## src/rtl/bus_mem_io.sv

```systemverilog
// Data-side slave for the 8-bit core: RAM, GPIO and a prescaled compare timer.
// Optional macro BUSIO_GPIO_EDGE_EN adds the GPIO_EDGE rising-edge capture register at 0xF6.
`timescale 1ns/1ps
module bus_mem_io #(
    parameter int RAM_DEPTH = 64,
    parameter int PRESC_DIV = 4
) (
    input  logic       Clk,
    input  logic       Rst,
    input  logic [7:0] Addres_Data_Bus,
    input  logic [7:0] DataOut_Bus,
    input  logic       LE,
    output logic [7:0] Datain_Bus,
    input  logic [7:0] gpio_in,
    output logic [7:0] gpio_out,
    output logic       tmr_flag
);

    localparam int         AW        = (RAM_DEPTH > 1) ? $clog2(RAM_DEPTH) : 1;
    localparam logic [8:0] RAM_LIM   = 9'(RAM_DEPTH);
    localparam logic [7:0] PRESC_MAX = 8'(PRESC_DIV - 1);

    localparam logic [7:0] ADDR_GPIO_OUT = 8'hF0;
    localparam logic [7:0] ADDR_GPIO_IN  = 8'hF1;
    localparam logic [7:0] ADDR_TMR_CNT  = 8'hF2;
    localparam logic [7:0] ADDR_TMR_CMP  = 8'hF3;
    localparam logic [7:0] ADDR_TMR_CTRL = 8'hF4;
    localparam logic [7:0] ADDR_TMR_STAT = 8'hF5;
`ifdef BUSIO_GPIO_EDGE_EN
    localparam logic [7:0] ADDR_GPIO_EDGE = 8'hF6;
`endif

    logic [7:0] mem_r [RAM_DEPTH];
    logic [7:0] gpio_out_r;
    logic [7:0] sync1_r;
    logic [7:0] sync2_r;
    logic [7:0] tmr_cnt_r;
    logic [7:0] tmr_cmp_r;
    logic [7:0] presc_r;
    logic       tmr_en_r;
    logic       tmr_auto_r;
    logic       flag_r;

    logic       ram_hit_s;
    logic [AW-1:0] ram_idx_s;
    logic       wr_gpio_s;
    logic       wr_cmp_s;
    logic       wr_ctrl_s;
    logic       wr_stat_s;
    logic       clr_wr_s;
    logic       tick_s;
    logic       match_s;
    logic       flag_set_s;
    logic       flag_clr_s;
    logic [7:0] rd_data_s;

    assign ram_hit_s  = ({1'b0, Addres_Data_Bus} < RAM_LIM);
    assign ram_idx_s  = Addres_Data_Bus[AW-1:0];
    assign wr_gpio_s  = LE && (Addres_Data_Bus == ADDR_GPIO_OUT);
    assign wr_cmp_s   = LE && (Addres_Data_Bus == ADDR_TMR_CMP);
    assign wr_ctrl_s  = LE && (Addres_Data_Bus == ADDR_TMR_CTRL);
    assign wr_stat_s  = LE && (Addres_Data_Bus == ADDR_TMR_STAT);
    assign clr_wr_s   = wr_ctrl_s && DataOut_Bus[2];
    assign tick_s     = tmr_en_r && (presc_r == PRESC_MAX);
    assign match_s    = (tmr_cnt_r == tmr_cmp_r);
    // A CLR write suppresses the tick entirely, including its compare match.
    assign flag_set_s = tick_s && match_s && !clr_wr_s;
    assign flag_clr_s = wr_stat_s && DataOut_Bus[0];

    // RAM write port; contents are deliberately left unreset
    always_ff @(posedge Clk) begin
        if (LE && ram_hit_s) begin
            mem_r[ram_idx_s] <= DataOut_Bus;
        end
    end

    // GPIO output register and two-flop input synchronizer
    always_ff @(posedge Clk or negedge Rst) begin
        if (!Rst) begin
            gpio_out_r <= 8'h00;
            sync1_r    <= 8'h00;
            sync2_r    <= 8'h00;
        end else begin
            sync1_r <= gpio_in;
            sync2_r <= sync1_r;
            if (wr_gpio_s) begin
                gpio_out_r <= DataOut_Bus;
            end
        end
    end

    // Timer configuration registers
    always_ff @(posedge Clk or negedge Rst) begin
        if (!Rst) begin
            tmr_cmp_r  <= 8'hFF;
            tmr_en_r   <= 1'b0;
            tmr_auto_r <= 1'b0;
        end else begin
            if (wr_cmp_s) begin
                tmr_cmp_r <= DataOut_Bus;
            end
            if (wr_ctrl_s) begin
                tmr_en_r   <= DataOut_Bus[0];
                tmr_auto_r <= DataOut_Bus[1];
            end
        end
    end

    // Prescaler and timer counter
    always_ff @(posedge Clk or negedge Rst) begin
        if (!Rst) begin
            presc_r   <= 8'h00;
            tmr_cnt_r <= 8'h00;
        end else if (clr_wr_s) begin
            presc_r   <= 8'h00;
            tmr_cnt_r <= 8'h00;
        end else if (!tmr_en_r) begin
            presc_r <= 8'h00;
        end else if (tick_s) begin
            presc_r   <= 8'h00;
            tmr_cnt_r <= (match_s && tmr_auto_r) ? 8'h00 : tmr_cnt_r + 8'h01;
        end else begin
            presc_r <= presc_r + 8'h01;
        end
    end

    // Compare flag: a set in the same cycle as write-1-to-clear wins
    always_ff @(posedge Clk or negedge Rst) begin
        if (!Rst) begin
            flag_r <= 1'b0;
        end else if (flag_set_s) begin
            flag_r <= 1'b1;
        end else if (flag_clr_s) begin
            flag_r <= 1'b0;
        end else begin
            flag_r <= flag_r;
        end
    end

`ifdef BUSIO_GPIO_EDGE_EN
    logic [7:0] sync_prev_r;
    logic [7:0] edge_r;
    logic [7:0] edge_clr_s;

    assign edge_clr_s = (LE && (Addres_Data_Bus == ADDR_GPIO_EDGE)) ? DataOut_Bus : 8'h00;

    // Rising-edge capture on the synchronized inputs; new edges override clears
    always_ff @(posedge Clk or negedge Rst) begin
        if (!Rst) begin
            sync_prev_r <= 8'h00;
            edge_r      <= 8'h00;
        end else begin
            sync_prev_r <= sync2_r;
            edge_r      <= (edge_r & ~edge_clr_s) | (sync2_r & ~sync_prev_r);
        end
    end
`endif

    // Combinational read mux so the core captures data in the same cycle
    always_comb begin
        rd_data_s = 8'h00;
        if (ram_hit_s) begin
            rd_data_s = mem_r[ram_idx_s];
        end else begin
            case (Addres_Data_Bus)
                ADDR_GPIO_OUT:  rd_data_s = gpio_out_r;
                ADDR_GPIO_IN:   rd_data_s = sync2_r;
                ADDR_TMR_CNT:   rd_data_s = tmr_cnt_r;
                ADDR_TMR_CMP:   rd_data_s = tmr_cmp_r;
                ADDR_TMR_CTRL:  rd_data_s = {6'b000000, tmr_auto_r, tmr_en_r};
                ADDR_TMR_STAT:  rd_data_s = {7'b0000000, flag_r};
`ifdef BUSIO_GPIO_EDGE_EN
                ADDR_GPIO_EDGE: rd_data_s = edge_r;
`endif
                default:        rd_data_s = 8'h00;
            endcase
        end
    end

    assign Datain_Bus = rd_data_s;
    assign gpio_out   = gpio_out_r;
    assign tmr_flag   = flag_r;

endmodule

```

## config.mk

```make
export PLATFORM = sky130hd
export DESIGN_NAME = bus_mem_io
export DESIGN_NICKNAME = d
export VERILOG_FILES = /design/src/rtl/bus_mem_io.sv
export SDC_FILE = /design/constraint.sdc
export NUM_CORES = 1
export LEC_CHECK = 0
export CAP_MARGIN = 20
export CORE_MARGIN = 5
export CORE_UTILIZATION = 64
export CTS_BUF_LIST = sky130_fd_sc_hd__clkbuf_4 sky130_fd_sc_hd__clkbuf_8
export DETAILED_ROUTE_END_ITERATION = 12
export PLACE_DENSITY = 0.82
export SLEW_MARGIN = 20
export SYNTH_ARGS = -nofsm -noshare
export SYNTH_HDL_FRONTEND = slang
export SYNTH_SLANG_ARGS = --single-unit
```

## constraint.sdc

```tcl
create_clock -name Clk -period 3.1 [get_ports Clk]
set_clock_uncertainty 0.15 [all_clocks]
set_input_delay 0.465 -clock Clk [delete_from_list [all_inputs] [get_ports Clk]]
set_output_delay 0.465 -clock Clk [all_outputs]
set_load 0.02 [all_outputs]
```

==> flow_metrics.tcl <==
set metrics [dict create \
    status "finished, violations left" \
    violations "setup timing" \
    fp.dieH_um 197 \
    root_buffer "clkbuf_8" \
    clock_latency_ns 0.63 \
    final_cell_area_um2 26600 \
    cts_setup_buffers 0 \
    worst_pin_slew_ns 0.946 \
    grt_pass1_wl_mm 83.2 \
    ys_seq_elements 563 \
    core_um2 34500 \
    yosys.cell_types.count 54 \
    initial_utilization 0.648 \
    io-pin-count 44 \
    max_stage_delay_ns 0.52 \
    synth_top_area_frac 0.687 \
    power_frac_comb 0.064 \
    cts.path.max_buffers 3 \
    grt_pass1_vias 13093 \
    wl_mm 55.2 \
    synth_nets 1120 \
    synth_area_um2 22400 \
    timing.critical_path.mode_cell "mux4_2" \
    synth_common_cells "edfxtp_1, mux4_2, nor2_1" \
    fin_crit_sh 1.10 \
    synth_edf_count 512 \
    diodes 0 \
    path_class "reg2out" \
    critical_path_required_ns 2.48 \
    rsz0062_at_grt "yes" \
    synthCells 1091 \
    hold_path_class "in2reg" \
    clock-sinks 563 \
    dp_hpwl_mm 35.4 \
    p_sw_frac 0.215 \
    p_leak_nw 9.17 \
    final_hold_viol_count 0 \
    antenna_found_initial 0 \
    cp_num_buf_inv 1 \
    clkPwrFrac 0.389 \
    cts_buffers 86 \
    crit_slowest_cell "mux4_2" \
    drt-initial-drc-count 1769 \
    crit_path_end_kind "output port" \
    grt_start_max_net_pins 68 \
    drv_cap 0 \
    vias 12592 \
    synth_area_leaders "edfxtp_1, mux4_2, dfrtp_1" \
    synth_top_area_cell "edfxtp_1" \
    postRouteAntennaNets 0 \
    finalWorstSetupSlack_ns -0.304 \
    synth_ff_type "edfxtp_1" \
    crit_path_max_fanout 1 \
    ys_warn_count 0 \
    wl_per_cell_um 29.0 \
    cts_tree "yes" \
    grt_usage 0.292 \
    dr.pass1.iters 6 \
    fin_tns_setup_ns -1.21 \
    sequentialPowerShare 0.546 \
    cp.arrival_ns 2.79 \
    avgSynthCellArea_um2 20.5 \
    crit_chain "mux4_2 > mux4_2 > mux2i_2 > nor3_2 > a211o_1 > buf_6" \
    cp_top_family "multiplexers" \
    vdd_drop_max_mv 0.411 \
    startpoint_type "flip-flop" \
    max_clock_freq_mhz 294 \
    p_int_mw 12.0 \
    port_buffers 43 \
    finalWeightedCongestion 0.884 \
    power.switching_mw 3.29 \
    fin_nets 1411 \
    grt_overflow_total 0 \
    die_area_um2 38800 \
    drive_gt1_frac 0.397 \
    min_period_ns 3.40 \
    remaining_drc_errors 0 \
    drv_slew 0 \
    rows 68 \
    area_growth_pct 19.0 \
    fp.dieW_um 197 \
    synth.most_common_cell "edfxtp_1" \
    cts_max_level 3 \
    vias_per_cell 6.62 \
    setup_viol 8 \
    dpl_cell_area_um2 24700 \
    p_per_area_nw_per_um2 575 \
    async_reset_ff_frac 0.0906 \
    yosysSeqAreaShare 0.745 \
    clkTransAtPathRegs_ns 0.06 \
    relSlewSlack 0.369 \
]
[final timing paths]
kind                                           from                  endpoint  slack [ns]  depth (start not counted)
setup reg to reg           tmr_cnt_r[0]$_DFFE_PN0P_  tmr_cnt_r[6]$_DFFE_PN0P_        0.73                          7
setup / recovery              mem_r[7][1]$_DFFE_PP_             Datain_Bus[1]       -0.30                          6
hold / removal                           gpio_in[5]      sync1_r[5]$_DFF_PN0_        0.13                          1
hold reg to reg                sync1_r[5]$_DFF_PN0_      sync2_r[5]$_DFF_PN0_        0.21                          0
min in group asynchronous                       Rst      sync1_r[0]$_DFF_PN0_        0.25                          2
max in group asynchronous                       Rst  tmr_cnt_r[6]$_DFFE_PN0P_        2.13                          2
[layout make-up]
type	count	area, um2
clock buffers	122	1480
clock inverters	31	196
fillers	1699	7920
inverters	1	3.75
multi-input cells	472	5480
flip-flops and latches	563	16700
well taps	455	569
repair buffers	258	2230
[routing by layer]
metal / global-route usage / share of wire
met1: 0.406 / 0.36
met2: 0.466 / 0.50
met3: 0.0670 / 0.11
met4: 0.103 / 0.038
met5: 0 / 0
[repair_timing]
action | 4_1_cts | 5_1_grt
gates resized for setup | 72 | 8
gates cloned | 2 | 0
hold buffers | 1 | 0
setup endpoints to repair | 8 | 8
endpoints found under the hold margin | 43 | 0
pin swaps | 12 | 7
[cell usage in the layout, fill, tap and decap left out, types with 4 or more instances in the layout]
cell             synthesis  final
nor3_1                   5      4
clkbuf_8                 0     91
nor2b_1                  9      9
buf_4                    9    197
nand3_1                 26     22
dfstp_2                  8      8
nor2_1                  96     95
and3_1                   4      4
clkdlybuf4s50_1          0     22
a21oi_1                 11      8
nand2_1                 32     31
mux2i_1                 27     25
a211oi_2                 2      6
nand2b_1                 4      4
buf_2                   15     10
xnor2_1                  4      4
edfxtp_1               512    512
clkinv_2                 0      9
clkbuf_4                 0     32
dfrtp_1                 43     43
nand3b_1                 6      6
mux4_2                 143    146
nand4_1                 10     10
buf_12                   2     12
clkinv_1                 0     16
xor2_1                  13     13
buf_6                    5     12
o22ai_1                  5      4
mux2_2                  22     21
nor3b_1                  5      5
[logic make-up after synthesis]
kind of cell | share of synthesized area
multiplexers | 0.173
adder cells (fa/ha/maj) | 0.00112
AO/OA/AOI/OAI | 0.0152
AND/OR/NAND/NOR | 0.0443
XOR/XNOR | 0.00666
buffers and inverters | 0.0149
flip-flops | 0.745
[power groups by stage]
| stage | Clock, mW | Sequential, mW | Combinational [mW] |
|---|---|---|---|
| floorplan | 0 | 8.51 | 0.452 |
| global placement | 0 | 8.51 | 0.903 |
| detailed placement | 0 | 8.51 | 0.931 |
| CTS | 6.03 | 8.36 | 0.968 |
| global route | 6.42 | 8.35 | 1.03 |
| finish | 5.96 | 8.36 | 0.987 |
[sequential cells by signal (all words and copies together) (netlist names)]
name        count
mem_r         512
tmr_cnt_r       8
sync1_r         8
presc_r         8
tmr_cmp_r       8
gpio_out        8
tmr_auto_r      1
sync2_r         8
tmr_flag        1
tmr_en_r        1
[through the flow]
step	hold slack, ns	power, mW	util	instances	setup slack, ns
finish	0.126	15.3	0.771	1902	-0.304
global route	0.0905	15.8	0.771	1902	-0.345
CTS	0.0901	15.4	0.770	1902	-0.313
detailed placement	0.186	9.44	0.716	1746	-0.760
global placement	0.192	9.41	0.716	1746	-0.687
floorplan	0.0194	8.96	-	1091	0.191
Note: power is estimated with default switching activity, not from simulation.
==> RTL change 1, RTL diff (same flow settings) <==
The parameter `RAM_DEPTH` goes from 64 to 32.
--- a/src/rtl/bus_mem_io.sv
+++ b/src/rtl/bus_mem_io.sv
@@ -2,7 +2,7 @@
 // Optional macro BUSIO_GPIO_EDGE_EN adds the GPIO_EDGE rising-edge capture register at 0xF6.
 `timescale 1ns/1ps
 module bus_mem_io #(
-    parameter int RAM_DEPTH = 64,
+    parameter int RAM_DEPTH = 32,
     parameter int PRESC_DIV = 4
 ) (
     input  logic       Clk,
Behaviour: not the same (a bounded check fails within 4 cycles, from zero or initial values and one cycle with Rst low).
==> RTL change 1 against the unedited design <==
  * Power shrank 46%
  * Synthesized area decreased by 44%
  * Maximum frequency grew 11%
  * Setup slack improved by 0.35 ns
  * Design area shrank 44%
  * Count of clock-buffer cells in the layout is 63 lower
  * Sequential cell count shrank 256
  * Sequential share of layout area is 2.6 points lower
  * Wire length shrank 46%
  * Critical endpoint unchanged
==> RTL change 1: results (changes against the unedited design) <==
* Multi-In Gates at 359 (-24%)
* Routability Congestion at 0.9088 (+2.8%)
* Inserted Clock Buffers at 46 (-47%)
* Syn Area/Cell at 17.76 um^2 (-13%)
* Arrival time at the worst endpoint at 2.44 ns (-0.35 ns)
* CTS H-tree lvls at 2 (-1)
* Placed Instances at 1077 (-38%)
* Synth cell types at 55 (+1.9%)
* Pre-CTS WS at -0.7295 ns (+0.03044 ns)
* Register area at 8974 um^2 (-46%)
* LEAKAGE at 5.375 nW (-41%)
* Mean number of vias per cell at 6.200 (-6.4%)
* Clk_lat worst skew at 0.56 ns (-0.07 ns)
* Resized Gates After CTS at 54 (-25%)
* GRT Total Usage at 0.2752 (-0.01630)
* GR Util met1 at 0.3619 (-0.04459)
* Syn Nets at 733 (-35%)
* Row cnt at 51 (-25%)
* CP startpoint: Addres_Data_Bus[1]
* Hold EP: sync1_r[6]
* CP peak stage delay at 0.41 ns (-0.11 ns)
* Clock buf count at 59 (-52%)
* Post-synthesis sequential area ratio at 0.7178 (-0.02705)
* Length of routed wiring on met1 at 11160 um (-44%)
* Routed wire length at 29790 um (-46%)
* Iter 0 DRT Violations at 792 (-55%)
* Status: finished clean
* Clock-cell share of area at 0.06066 (-0.002273)
* Relative slew slack at 0.3566 (-0.01249)
* Switch share at 0.2177 (+0.002415)
* Async set-or-reset flop fraction in the synthesized netlist at 0.1661 (+0.07554)
* HPWL Detailed at 19760 um (-44%)
* Flip-flop count of the largest register, all copies and words added at 256 (-50%)
* Syn-to-layout area delta at 19.61%
* Non-Clock Buffer Area Fraction at 0.08895 (+0.005046)
* Slowest cell on crit path: a221o_1
* Final Instance Count excl. Fillers at 1165 (-39%)
* Post-synthesis mux area share at 0.1509 (-0.02209)
* Area contributors post-synth: edfxtp_1 (61%), dfrtp_1 (8.6%), mux4_2 (8.1%), mux2i_1 (4.4%), mux2_2 (2.2%)
* R2R depth at 6 (-1)
* Compound-gate portion of the synthesized area at 0.04424 (+0.02902)
* Worst VDD drop at 376.8 uV (-8.4%)
* Slack of the worst reg-to-reg path at 0.68 ns (-0.05 ns)
* Crit path max fanout at 38 (+37)
* Top post-synthesis cells by count: edfxtp_1 (256), mux2i_1 (55), mux4_2 (45), dfrtp_1 (43), nor2_1 (42)
* Number of flops mapped to enable cells by yosys at 256 (-50%)
* Worst r2r dst: tmr_cnt_r[2]
* Area after DPL at 13840 um^2 (-44%)
* Non-clk invs at 3 (+2)
* Layout cell share with drive strength beyond 1 at 0.3189 (-0.07848)
* Worst hold start: gpio_in[6]
* XOR/XNOR Fraction of Synth Area at 0.009808 (+0.003152)
* Signal buffers at 147 (-43%)
* Worst hold margin at 0.1877 ns (+0.06165 ns)
* Nets at 893 (-37%)
* Global-route wire length before repair at 44990 um (-46%)
* FF-to-FF Start: presc_r[0]
==> RTL change 1: cell count changes after synthesis, sizes merged, moves of 7 or more <==
| cell | unedited run | this run |
|---|---|---|
| a211oi | 8 | 0 |
| a21oi | 11 | 18 |
| a221oi | 0 | 7 |
| a22oi | 2 | 18 |
| buf | 39 | 25 |
| edfxtp | 512 | 256 |
| mux2i | 27 | 55 |
| mux4 | 148 | 47 |
| nand3 | 26 | 17 |
| nand4 | 10 | 2 |
| nor2 | 96 | 45 |
| nor2b | 9 | 2 |
| o21ai | 3 | 13 |
==> RTL change 1: power by group through the flow <==
stage	Clock (mW)	Sequential (mW)	Combinational [mW]
finish	3.22	4.53	0.586
global route	3.48	4.54	0.617
CTS	3.25	4.53	0.564
detailed placement	0	4.62	0.542
global placement	0	4.62	0.525
floorplan	0	4.62	0.273
==> RTL change 2, RTL diff (same settings) <==
Without the edit above. Add an input register stage for `gpio_in`, without a reset; this delays it by one clock. The other inputs are not delayed to match.
--- a/src/rtl/bus_mem_io.sv
+++ b/src/rtl/bus_mem_io.sv
@@ -26,6 +26,12 @@
     localparam logic [7:0] ADDR_TMR_CMP  = 8'hF3;
     localparam logic [7:0] ADDR_TMR_CTRL = 8'hF4;
     localparam logic [7:0] ADDR_TMR_STAT = 8'hF5;
+
+    logic [7:0] gpio_q;
+
+    always_ff @(posedge Clk) begin
+        gpio_q <= gpio_in;
+    end
 `ifdef BUSIO_GPIO_EDGE_EN
     localparam logic [7:0] ADDR_GPIO_EDGE = 8'hF6;
 `endif
@@ -81,7 +87,7 @@
             sync1_r    <= 8'h00;
             sync2_r    <= 8'h00;
         end else begin
-            sync1_r <= gpio_in;
+            sync1_r <= gpio_q;
             sync2_r <= sync1_r;
             if (wr_gpio_s) begin
                 gpio_out_r <= DataOut_Bus;
Function: changed (a bounded check fails within 4 cycles, from zero or initial values and one cycle with Rst low).
==> RTL change 2 against the unedited design <==
  * The flow still finishes with violations (setup timing)
  * Synthesized area rose by 1.2%
  * Final cell count increased by 3.7%
  * Register-to-register slack got worse by 0.16 ns
  * Setup slack got worse by 0.0064 ns
  * Design area increased by 1.9%
  * Wire length down 0.56%
  * Sequential share of layout area down 0.60 points
  * Maximum frequency is 0.19% lower
  * Combinational power rose by 4%
  * Sequential cell count increased by 8
  * Count of clock-buffer cells in the layout is 1 higher
  * Synthesized cell count is 6.0% higher
  * Power rose by 0.94%
  * Highest routed layer unchanged
==> RTL change 2: results (changes against the unedited design) <==
* Post-Synthesis Cells at 1157 (+6.0%)
* Inserted Clock Buffers at 87 (+1.2%)
* Drt pass-1 iters at 8 (+2)
* Yosys warns at 0 (unchanged)
* Clk buf depth at 3 (unchanged)
* Async set-or-reset flop fraction in the synthesized netlist at 0.08932 (-0.001269)
* Number of port buffers at 43 (unchanged)
* Number of flops mapped to enable cells by yosys at 512 (unchanged)
* GRT Total Usage at 0.2882 (-0.003301)
* Antenna violations before repair at 0 (unchanged)
* Iter 0 DRT Violations at 1719 (-2.8%)
* Routed wire length at 54870 um (-0.56%)
* Post-synthesis sequential area ratio at 0.7430 (-0.001817)
* Vias in the first global route at 13390 (+2.3%)
* Status: finished with violations
* LEAKAGE at 9.415 nW (+2.7%)
* Synth cell types at 57 (+5.6%)
* Biggest register: mem_r
* Crit path max fanout at 1 (unchanged)
* CTS root buffer: clkbuf_8
* Failing checks: setup timing
* Placed Instances at 1814 (+3.9%)
* Clk slew on worst S/H paths at 0.07 ns
* Nets at 1481 (+5.0%)
* Clk_lat worst skew at 0.64 ns
* Diode count at 0 (unchanged)
* Area contributors post-synth: edfxtp_1 (68%), mux4_2 (13%), dfrtp_1 (4.8%), nor2_1 (1.5%), mux2i_1 (1.5%)
* Worst Hold Depth at 1 (unchanged)
* Final WS setup at -0.3108 ns (-0.006371 ns)
* Final Instance Count excl. Fillers at 1973 (+3.7%)
* Top post-synthesis cells by count: edfxtp_1 (512), mux4_2 (131), nor2_1 (93), dfrtp_1 (43), nand2_1 (37)
* R2R depth at 6 (-1)
* Maximum number of pins on one net before global-route repair at 59 (-13%)
* Routability Congestion at 0.9505 (+7.5%)
* Relative slew slack at 0.2862 (-0.08296)
* Layout cell share with drive strength beyond 1 at 0.3953 (-0.002117)
* # setup viols final at 7 (-1)
* Flip-flop count of the largest register, all copies and words added at 512 (unchanged)
* CTS H-tree lvls at 3 (unchanged)
* HPWL Detailed at 35130 um (-0.62%)
* Global-route wire length before repair at 82740 um (-0.60%)
* Mean number of vias per cell at 6.531 (-1.4%)
* Hold WC Path Type: in -> reg
* Worst VDD drop at 571.3 uV (+39%)
* Arrival time at the worst endpoint at 2.80 ns (about the same)
[RTL change 2: metal layers]
metal / share of wire / global-route usage / routed length [um]
met3: 0.11 / 0.06602 / 6005
met5: 0 / 0 / 0
met4: 0.036 / 0.1048 / 1993
met1: 0.36 / 0.4044 / 19790
met2: 0.49 / 0.4562 / 27080
[RTL change 2: area by class of cell]
cell class,count,area [um^2]
fill,1696,7580
multi-input combinational,520,5688
clock buffer,123,1486
tap,455,569.3
inverter,3,13.76
timing repair buffer,269,2379
sequential,571,16820
clock inverter,32,176.4
[RTL change 2: power breakdown]
group | total (mW) | internal (mW) | switching, mW | leakage, nW
clock network | 5.95 | 3.17 | 2.78 | 0.883
logic | 1.03 | 0.465 | 0.561 | 3.26
registers | 8.46 | 8.44 | 0.0281 | 5.27
[RTL change 2: what timing repair did]
| item | CTS | global route |
|---|---|---|
| endpoints found under the hold margin | 43 | 0 |
| hold buffers | 1 | 0 |
| setup endpoints to repair | 8 | 8 |
| gates resized for setup | 101 | 11 |
| pin swaps | 17 | 6 |
| cloned | 2 | 0 |
| setup buffers | 1 | 0 |
[RTL change 2: final timing paths]
check,from,endpoint,slack [ns]
setup / recovery,mem_r[39][2],Datain_Bus[2],-0.31
hold / removal,DataOut_Bus[1],mem_r[31][1],0.08
setup reg to reg,tmr_cnt_r[7],tmr_cnt_r[3],0.57
hold reg to reg,gpio_q[7],sync1_r[7],0.18
max in group asynchronous,Rst,sync2_r[0],2.13
min in group asynchronous,Rst,sync2_r[6],0.24
[RTL change 2: critical path, stage by stage, from the launching register on]
cell and delay (ns):
edfxtp_1 0.36, mux4_2 0.51, mux2i_4 0.19, nor3_2 0.07
a221o_1 0.29, or4_4 0.57, buf_6 0.16
[RTL change 2: cells by family after synthesis]
family | Yosys count | synth area share
AO/OA/AOI/OAI | 82 | 0.02542
flip-flops | 571 | 0.7430
adder cells (fa/ha/maj) | 2 | 0.001105
AND/OR/NAND/NOR | 232 | 0.04985
XOR/XNOR | 14 | 0.005416
multiplexers | 190 | 0.1580
buffers and inverters | 66 | 0.01719
[RTL change 2: through the flow]
step	TNS (ns)	instance area, um^2	worst slack, ns
6_report	-1.907	27130	-0.3108
5_1_grt	-2.384	27130	-0.3823
4_1_cts	-2.148	27080	-0.3689
3_5_place_dp	-6.678	25090	-0.9954
3_3_place_gp	-6.398	25090	-1.019
2_1_floorplan	0	22640	0.1005
